<file path="src/rtl/bitty_seq_pkg.sv">
// Shared definitions for the bitty instruction sequencer: FSM states,
// Wishbone word offsets (byte address >> 2) and CTRL bit positions.
package bitty_seq_pkg;

    typedef enum logic [1:0] {
        IDLE  = 2'd0,
        ISSUE = 2'd1,
        WAIT  = 2'd2,
        DONE  = 2'd3
    } state_e;

    localparam logic [7:0] REG_CTRL   = 8'h00;
    localparam logic [7:0] REG_STATUS = 8'h01;
    localparam logic [7:0] REG_PC     = 8'h02;
    localparam logic [7:0] REG_LEN    = 8'h03;
    localparam logic [7:0] REG_RESULT = 8'h04;
    localparam logic [7:0] REG_COUNT  = 8'h05;
    localparam logic [7:0] REG_WDT    = 8'h06;
    localparam logic [7:0] REG_IMEM   = 8'h20;

    localparam int unsigned CTRL_START   = 0;
    localparam int unsigned CTRL_STOP    = 1;
    localparam int unsigned CTRL_LOOP    = 2;
    localparam int unsigned CTRL_IRQ_CLR = 3;

endpackage

</file>
<file path="src/rtl/bitty_seq_imem.sv">
// Instruction memory: one synchronous write port (blocked while the sequencer
// is busy) and two asynchronous read taps (bus readback and instruction fetch).
module bitty_seq_imem #(
    parameter int unsigned BITS  = 16,
    parameter int unsigned DEPTH = 32,
    parameter int unsigned AW    = $clog2(DEPTH)
) (
    input  logic            clk,
    input  logic            we_i,
    input  logic            busy_i,
    input  logic [AW-1:0]   waddr_i,
    input  logic [BITS-1:0] wdata_i,
    input  logic [AW-1:0]   raddr_a_i,
    output logic [BITS-1:0] rdata_a_o,
    input  logic [AW-1:0]   raddr_b_i,
    output logic [BITS-1:0] rdata_b_o
);

    logic [BITS-1:0] mem_q [DEPTH];

    always_ff @(posedge clk) begin
        if (we_i && !busy_i) begin
            mem_q[waddr_i] <= wdata_i;
        end
    end

    assign rdata_a_o = mem_q[raddr_a_i];
    assign rdata_b_o = mem_q[raddr_b_i];

endmodule

</file>
<file path="src/rtl/bitty_seq.sv">
// bitty_seq: Wishbone-loaded instruction sequencer feeding the bitty core one
// instruction at a time. Optional watchdog in WAIT: define BITTY_SEQ_WDT_EN.
module bitty_seq
    import bitty_seq_pkg::*;
#(
    parameter int unsigned BITS  = 16,
    parameter int unsigned DEPTH = 32,
    parameter int unsigned AW    = $clog2(DEPTH)
) (
    input  logic            clk,
    input  logic            rst_n,
    input  logic            wbs_stb_i,
    input  logic            wbs_cyc_i,
    input  logic            wbs_we_i,
    input  logic [3:0]      wbs_sel_i,
    input  logic [31:0]     wbs_adr_i,
    input  logic [31:0]     wbs_dat_i,
    output logic            wbs_ack_o,
    output logic [31:0]     wbs_dat_o,
    output logic            core_run,
    output logic [BITS-1:0] core_instr,
    input  logic            core_done,
    input  logic [BITS-1:0] core_d_out,
    output logic            busy,
    output logic            irq
);

    state_e          state_q, state_d;
    logic [AW-1:0]   pc_q, pc_d;
    logic [AW:0]     len_q, len_d;
    logic [BITS-1:0] result_q, result_d;
    logic [15:0]     count_q, count_d;
    logic            err_q, err_d;
    logic            irq_q, irq_d;
    logic            loop_q, loop_d;
    logic            stop_q, stop_d;
    logic            run_q, run_d;
    logic [BITS-1:0] instr_q, instr_d;
    logic            ack_q;
    logic [31:0]     rdata_q, rdata_d;
`ifdef BITTY_SEQ_WDT_EN
    logic [15:0]     wdt_q, wdt_d;
`endif

    logic            wb_acc, wr_en, rd_en;
    logic [7:0]      word;
    logic            imem_hit;
    logic [AW-1:0]   imem_addr;
    logic [BITS-1:0] imem_rdata, fetch_instr;
    logic            ctrl_wr, start_wr, stop_wr, irq_clr_wr, len_wr, imem_wr;
    logic [AW:0]     pc_inc;
    logic            unused_bits;

    // An access is taken once; the ack cycle itself is never a new access.
    assign wb_acc    = wbs_cyc_i & wbs_stb_i & ~ack_q;
    assign wr_en     = wb_acc & wbs_we_i & (|wbs_sel_i);
    assign rd_en     = wb_acc & ~wbs_we_i;
    assign word      = wbs_adr_i[9:2];
    assign imem_hit  = (word >= REG_IMEM) &&
                       ({1'b0, word} < ({1'b0, REG_IMEM} + 9'(DEPTH)));
    assign imem_addr = AW'(word - REG_IMEM);

    assign ctrl_wr    = wr_en && (word == REG_CTRL);
    assign start_wr   = ctrl_wr && wbs_dat_i[CTRL_START];
    assign stop_wr    = ctrl_wr && wbs_dat_i[CTRL_STOP];
    assign irq_clr_wr = ctrl_wr && wbs_dat_i[CTRL_IRQ_CLR];
    assign len_wr     = wr_en && (word == REG_LEN);
    assign imem_wr    = wr_en && imem_hit;

    assign busy        = (state_q != IDLE);
    assign pc_inc      = {1'b0, pc_q} + 1'b1;
    assign unused_bits = ^{wbs_adr_i[31:10], wbs_adr_i[1:0], wbs_dat_i[31:BITS]};

    bitty_seq_imem #(
        .BITS  (BITS),
        .DEPTH (DEPTH),
        .AW    (AW)
    ) u_imem (
        .clk       (clk),
        .we_i      (imem_wr),
        .busy_i    (busy),
        .waddr_i   (imem_addr),
        .wdata_i   (wbs_dat_i[BITS-1:0]),
        .raddr_a_i (imem_addr),
        .rdata_a_o (imem_rdata),
        .raddr_b_i (pc_d),
        .rdata_b_o (fetch_instr)
    );

    always_comb begin
        state_d  = state_q;
        pc_d     = pc_q;
        len_d    = len_q;
        result_d = result_q;
        count_d  = count_q;
        err_d    = err_q;
        irq_d    = irq_q;
        loop_d   = loop_q;
        stop_d   = stop_q;
`ifdef BITTY_SEQ_WDT_EN
        wdt_d    = wdt_q;
`endif
        if (len_wr && !busy) len_d = wbs_dat_i[AW:0];
        if (irq_clr_wr)      irq_d = 1'b0;
        if (imem_wr && busy) err_d = 1'b1;

        case (state_q)
            IDLE: begin
                if (start_wr && !stop_wr) begin
                    irq_d = 1'b0;
                    if (len_q == '0) begin
                        err_d = 1'b1;
                    end else begin
                        pc_d    = '0;
                        loop_d  = wbs_dat_i[CTRL_LOOP];
                        stop_d  = 1'b0;
                        state_d = ISSUE;
                    end
                end
            end
            ISSUE: begin
                if (stop_wr) stop_d = 1'b1;
`ifdef BITTY_SEQ_WDT_EN
                wdt_d = '0;
`endif
                state_d = WAIT;
            end
            WAIT: begin
                if (stop_wr) stop_d = 1'b1;
                if (core_done) begin
                    result_d = core_d_out;
                    count_d  = count_q + 16'd1;
                    pc_d     = pc_inc[AW-1:0];
                    // A pending or same-cycle stop ends the program on this done.
                    if (stop_q || stop_wr) begin
                        state_d = DONE;
                    end else if (pc_inc < len_q) begin
                        state_d = ISSUE;
                    end else if (loop_q) begin
                        pc_d    = '0;
                        state_d = ISSUE;
                    end else begin
                        state_d = DONE;
                    end
                end
`ifdef BITTY_SEQ_WDT_EN
                else if (wdt_q == 16'hFFFF) begin
                    err_d   = 1'b1;
                    state_d = DONE;
                end else begin
                    wdt_d = wdt_q + 16'd1;
                end
`endif
            end
            DONE: begin
                irq_d   = 1'b1;
                stop_d  = 1'b0;
                state_d = IDLE;
            end
            default: state_d = IDLE;
        endcase
    end

    // run/instr are registered on entry to ISSUE so both are valid together.
    always_comb begin
        run_d   = (state_d == ISSUE);
        instr_d = (state_d == ISSUE) ? fetch_instr : instr_q;
    end

    always_comb begin
        rdata_d = '0;
        case (word)
            REG_STATUS: rdata_d = 32'({err_q, irq_q, state_q});
            REG_PC:     rdata_d = 32'(pc_q);
            REG_LEN:    rdata_d = 32'(len_q);
            REG_RESULT: rdata_d = 32'(result_q);
            REG_COUNT:  rdata_d = 32'(count_q);
`ifdef BITTY_SEQ_WDT_EN
            REG_WDT:    rdata_d = 32'(wdt_q);
`endif
            default:    if (imem_hit) rdata_d = 32'(imem_rdata);
        endcase
    end

    always_ff @(posedge clk or negedge rst_n) begin
        if (!rst_n) begin
            state_q  <= IDLE;
            pc_q     <= '0;
            len_q    <= '0;
            result_q <= '0;
            count_q  <= '0;
            err_q    <= 1'b0;
            irq_q    <= 1'b0;
            loop_q   <= 1'b0;
            stop_q   <= 1'b0;
            run_q    <= 1'b0;
            instr_q  <= '0;
            ack_q    <= 1'b0;
            rdata_q  <= '0;
`ifdef BITTY_SEQ_WDT_EN
            wdt_q    <= '0;
`endif
        end else begin
            state_q  <= state_d;
            pc_q     <= pc_d;
            len_q    <= len_d;
            result_q <= result_d;
            count_q  <= count_d;
            err_q    <= err_d;
            irq_q    <= irq_d;
            loop_q   <= loop_d;
            stop_q   <= stop_d;
            run_q    <= run_d;
            instr_q  <= instr_d;
            ack_q    <= wb_acc;
            rdata_q  <= rd_en ? rdata_d : '0;
`ifdef BITTY_SEQ_WDT_EN
            wdt_q    <= wdt_d;
`endif
        end
    end

    assign wbs_ack_o  = ack_q;
    assign wbs_dat_o  = rdata_q;
    assign core_run   = run_q;
    assign core_instr = instr_q;
    assign irq        = irq_q;

endmodule
</file>
<file path="config.mk">
export PLATFORM = sky130hd
export DESIGN_NAME = bitty_seq
export DESIGN_NICKNAME = d
export VERILOG_FILES = /design/src/rtl/bitty_seq_pkg.sv /design/src/rtl/bitty_seq_imem.sv /design/src/rtl/bitty_seq.sv
export SDC_FILE = /design/constraint.sdc
export NUM_CORES = 1
export LEC_CHECK = 0
export CORE_MARGIN = 2
export CORE_UTILIZATION = 55
export DETAILED_ROUTE_END_ITERATION = 8
export PLACE_DENSITY = 0.75
export SKIP_CTS_REPAIR_TIMING = 1
export SLEW_MARGIN = 10
export SYNTH_ARGS = -nofsm -noshare
export SYNTH_HDL_FRONTEND = slang
export SYNTH_SLANG_ARGS = --single-unit
export TNS_END_PERCENT = 1
</file>
<file path="constraint.sdc">
create_clock -name clk -period 7.42 [get_ports clk]
set_clock_uncertainty 0.05 [all_clocks]
set_input_delay 1.484 -clock clk [delete_from_list [all_inputs] [get_ports clk]]
set_output_delay 1.484 -clock clk [all_outputs]
set_load 0.05 [all_outputs]
</file>
# Yosys cells after proc, flatten, opt, wreduce, memory -nomap -nowiden

Memory sizes are Yosys's and may differ from the RTL's. A register that Yosys moved wholly into a read port is not among the register bits.
Index checks and enable logic that the tools add are counted.

Flip-flop bits (word level): 83
Latch bits: 0
Bits in writable memories: 512
Memory bits (read-only): 0
Output and inout port bits: 52
Word-level logic and storage cells: 93
Memories: 1

Memories:

| name         | depth | bits a word | rd ports | clocked after memory_dff | wr ports | line                 | text |
|---|---|---|---|---|---|---|---|
| u_imem.mem_q | 32    | 16          | 2        | 1                        | 1        | bitty_seq_imem.sv:19 | `logic [BITS-1:0] mem_q [DEPTH];` |

Add/sub/neg operators: 3
$mul: 0
Divide/modulo/power cells: 0
Order comparisons: 3
Equality and inequality tests: 12
Shifts and indexed selects: 0
Muxes and demuxes: 30
Bitwise gates (word level): 8
Reductions and logical operators: 24

Operators with widths:

| cell                  | count |
|---|---|
| $pmux 16 s5           | 1 |
| $mux 32               | 1 |
| $mux 5                | 6 |
| $add 16x1->16 const B | 1 |
| $eq 8x2->1 const B    | 2 |
| $eq 8x3->1 const B    | 2 |
| $mux 16               | 1 |
| $mux 2                | 6 |
| $logic_and 1x1->1     | 11 |
| $mux 1                | 11 |
| $pmux 5 s2            | 1 |
| $eq 8x1->1 const B    | 1 |
| $ge 8x6->1 const B    | 1 |
| $logic_not 8->1       | 1 |
| $lt 8x7->1 const B    | 1 |
| $pmux 2 s4            | 1 |
| $add 5x1->6 const B   | 1 |
| $logic_not 6->1       | 1 |
| $lt 6x6->1            | 1 |
| $reduce_and 3->1      | 2 |
| $and 1x1->1           | 5 |
| $sub 5x1->5 const B   | 1 |
| $eq 2x1->1 const B    | 2 |
| $eq 2x2->1 const B    | 2 |
| 12 further kinds      | 17 |

# Longest topological paths before layout

Depth after elaboration: 11
Gate-level depth with buffers: 18

# Hierarchy

Synthesis repeated with hierarchy kept, for this count alone.

Cell total of the unflattened synthesis: 2122
Area total of the unflattened synthesis: 29089.1 um^2

By module, submodules not included:

| module         | instances | cells an instance | area an instance (um^2) | sequential area each (um^2) |
|---|---|---|---|---|
| bitty_seq_imem | 1         | 1699              | 24843.8                 | 15374.7 |
| bitty_seq      | 1         | 423               | 4245.3                  | 2077.0 |

# Least setup slack after synthesis

No wires, ideal clock.

Path kind: input port to flip-flop
Start: input port wbs_adr_i[3]
End: register instr_q[0], in the netlist core_instr[0] (read register of u_imem.mem_q)
Arrival time: 4.638 ns
Required time: 7.235 ns
Slack: 2.597 ns
Stages on the path: 15
Path through: clkbuf_1 > or4_4 > or3_4 > or4_1 > clkbuf_1 > a31oi_1 > and2_1 > buf_4 > inv_2 > buf_2 > buf_2 > a211oi_1 > a311oi_1 > nor4_1 > o31ai_1

Longest elaborated chain between the ends: 8

Ends and longest elaborated chain:

| what                                                       | line                               | text |
|---|---|---|
| start, declared                                            | bitty_seq.sv:16                    | `input logic [31:0] wbs_adr_i,` |
| $logic_not 8->1 *                                          | bitty_seq.sv:63                    | `assign ctrl_wr = wr_en && (word == REG_CTRL);` |
| $logic_and 1x1->1 *                                        | bitty_seq.sv:63                    |  |
| $logic_and 1x1->1                                          | bitty_seq.sv:65                    | `assign stop_wr = ctrl_wr && wbs_dat_i[CTRL_STOP];` |
| $logic_or 1x1->1 / $logic_not 1->1 (equally long branches) | bitty_seq.sv:135, bitty_seq.sv:109 |  |
| $mux 2 / $logic_and 1x1->1 (equally long branches)         | bitty_seq.sv:135, bitty_seq.sv:109 |  |
| $mux 2, on equally long branches                           | bitty_seq.sv:130, bitty_seq.sv:109 |  |
| $pmux 2 s4                                                 | bitty_seq.sv:107                   | `case (state_q)` |
| $eq 2x1->1                                                 | bitty_seq.sv:167                   | `instr_d = (state_d == ISSUE) ? fetch_instr : instr_q;` |
| end, declared                                              | bitty_seq.sv:38                    | `logic [BITS-1:0] instr_q, instr_d;` |

Every way passes the cells marked *; elsewhere a longest branch is shown, timed or not.
A chain may end at the register's enable or synchronous reset.

# Worst setup path in the final report

Start: input port wbs_adr_i[7]
End: register instr_q[2], in the netlist core_instr[2] (read register of u_imem.mem_q)

The elaborated chain is that of the path after synthesis.

==> impl_results.md <==
- Status: finished clean
- Width of the die: around 230 um
- Ports: 142
- Hold path depth: 2
- Num rows: 82
- Vias in the first global route: 19000
- DR DRC count: 0
- Die Area: 53100 um2
- Synthesized instance count: 1922
- Max stage delay cell, worst path: o21ai_4
- Hold WC Path Type: reg2reg
- CP delay by family, top: simple AND/OR/NAND/NOR gates
- Post-layout util: between 60% and 70%
- Area grow syn2layout: 12.1%
- Mapped Avg Cell Area: 14.7 um2
- Max Clk Rate: 174 MHz
- Final min period: approximately 5700 ps
- Leakage: 10.9 nW
- # diodes: 0
- H-tree lvl count: 2
- Reg2Reg Capture Point: core_instr[2]
- Multi-input logic area: around 10000 um2
- Wire length per cell: 29.9 um
- FF-to-FF Start: pc_q[0]
- Pre-antenna DRT Iters: 7
- Placed cells: ~2600
- Count leader, synth: edfxtp_1
- CTS clk-pin slew, worst paths: 60 ps
- Max-Cap Viols: 0
- Power density over cell area: 345 nW/um2
- Critical path startpoint category: input port
- R2R depth: 16
- Worst Path Max Fanout: 18
- Final nets: just over 2000
- Share of the synthesized area in the top cell type: between 50% and 60%
- Hold endpoint: result_q[0]
- Slew HR: 16.2%
- FF/Latch Area: 17500 um2
- Synth area leader: edfxtp_1
- DR vias/cell: around 7.1
- Final Non-Filler Cells: 2687
- Critical path start-end classification: in2reg
- Period Utilization, post-route: about 77%
- Total GRT Usage: 30.3%
- Post-synthesis cell type count: approximately 60
- Hold Fails Final Rpt: 0
- CTS buffer count: 60
- EDFF count, synth: 512
- Worst-margin pin slew: 1260 ps
- Routed via count: 19100
- FFs w/ async S/R, synth: approximately 14%
- Antenna Violating Nets Remaining: 0
- Core area: 50400 um2
- RSZ-0062 raised after global routing: no
- Max Buffers Root-to-Sink: 3
- Worst setup margin: 1680 ps
- Clock latency at the later pin of the worst-skew pair: roughly 650 ps
- Synth Flop Type: edfxtp_1
- Arrival @ worst endpoint: 6180 ps
- CP Capture Type: flip-flop
- First-pass GRT wire length: around 120000 um
- Crit-path max cell delay: 760 ps
- Critical Path, Cell by Cell: clkdlybuf4s50_1, or4_4, or3_4, or4_1, nand3_1, o41ai_1, buf_4, o21ai_4, buf_4, a221oi_1, nor4_1, o31ai_1
- Final setup violation count: 0
- Yosys reg bits: between 500 and 600
- 1st-iter DRT viols: 2720
- Worst EP required: a little under 8000 ps
- Setup slack, reg-to-reg: 1990 ps
- Synth Cell Area: 28200 um2
- Synth top area cells: edfxtp_1 55%, mux4_2 13%, dfrtp_1 7.4%
- Initial antenna violation count: 1
- Sequential share of the synthesized area: 61.9%
- Root Driver: clkbuf_16
- Peak VDD IR: roughly 0.00035 V
- Hpwl dp: 45800 um
- GR Overflow Total: 0
- I/O Buffers: 85
- YS warnings: 0
- TritonCTS clock tree: built
- Sum Neg Setup Slack: 0 ps
- Initial Util: 56.0%
- Die Span Y: ~230 um
- CTS sink cnt: 595
- Share of cells above drive strength 1: 18.3%
- # fillers: 3563
- Post-Place Worst Slack: 1170 ps
- Slew Limit Fails: 0
- Largest net degree at the start of global routing: 177
- WP buf/inv: 3
- Top cells by count, synth: 512 x edfxtp_1, 246 x nand2_1, 160 x mux4_2
- Final WL: between 80000 and 90000 um
- Crit path top cell by count: buf_4
- Hold_sp: result_q[0]
- RePlAce Congestion: 0.871
[power breakdown]
part | switching, mW | internal [mW]
clock | 1.27 | 1.62
sequential | 0.143 | 3.76
combinational | 2.82 | 1.31
[cells in the final DEF, fill, tap and decap left out, types with 5 or more instances in the layout]
cell type        Yosys  routed
clkinv_1             0      11
ha_1                10      10
conb_1               1      16
edfxtp_1           512     512
xor2_1               8       8
clkbuf_1           102      19
mux2_2              12      12
mux4_2             160     160
clkbuf_16            0      61
a211oi_1            49      49
o21ai_0             10      10
dfrtp_1             83      83
a2111oi_0           16      16
or4_1                5       5
a311oi_1            31      31
o22a_1              11      11
a21oi_1             95      95
clkinv_2             0       8
nand2_1            246     246
nor2_2               0      32
nor2_1              68      35
mux2i_1            107     107
o31ai_1             31      31
nand3_1             15      15
buf_4               18      60
nor4_1              32      32
and3_1              69      69
xnor2_1             11      11
clkdlybuf4s50_1      0      79
o22ai_1              7       7
a221oi_1            81      81
inv_1               17      16
[per-stage QoR]
step                      hold WS, ps  total power [mW]  instance area (um2)
final                             434              10.9                31600
after global routing              461              11.3                31600
after CTS                         435              10.9                31600
after detailed placement          413              7.97                29800
after global placement            409              7.86                29800
after floorplan                   391              6.73                28300
[registers in the layout (all words and copies together) (netlist names), 2 cells and up]
signal	cells
result_q	16
len_q	6
u_imem.mem_q	512
wbs_dat_o	16
count_q	16
state_q	2
pc_q	5
core_instr	16
[cell families after synthesis]
group	Yosys count	share of synthesized area [%]
AOI/OAI and AO/OA	357	9.21
xor gates and xnor gates	19	0.590
adders and majority gates	10	0.444
buffers and inverters	198	3.31
DFF	595	61.9
muxes	279	17.0
other	1	0.0133
and+or+nand+nor	463	7.51
[cell type report]
class                      instances  share of cell area [%]
clock buffer                      84                    5.23
clock inverter                    26                   0.653
tap                              672                    2.66
timing repair buffer             148                    4.31
sequential                       595                    55.2
inverter                          18                   0.230
multi-input combinational       1144                    31.7
[worst max-delay path by stage]
stage                      start            end  slack, ps  cells past startpoint
floorplan           wbs_adr_i[3]  core_instr[0]       2600                     15
detailed placement  wbs_adr_i[7]  core_instr[9]       1170                     12
global placement    wbs_adr_i[7]  core_instr[4]       1230                     12
global route        wbs_adr_i[7]  core_instr[1]       1600                     12
CTS                 wbs_adr_i[7]  core_instr[9]       1810                     12
finish              wbs_adr_i[7]  core_instr[2]       1680                     12
[worst register-to-register path, stage by stage (launching register included)]
cell	delay [ps]
dfrtp_1	530
ha_1	350
nand3_1	120
xor2_1	320
inv_1	90
ha_1	300
and4_1	160
o21ai_0	100
a21boi_0	600
and2_1	300
o41ai_1	100
buf_4	170
o21ai_4	760
buf_4	430
a221oi_1	120
nor4_1	680
o31ai_1	120
[routing by layer]
| metal | share of wire (%) | up-vias | track usage (%) |
|---|---|---|---|
| li1 | - | 7788 | - |
| met1 | 36 | 9590 | 41.2 |
| met2 | 46 | 1441 | 46.6 |
| met3 | 13 | 268 | 6.98 |
| met4 | 5.1 | 2 | 14.6 |
| met5 | 0.016 | - | 0 |
(Power assumes the default switching activity.)
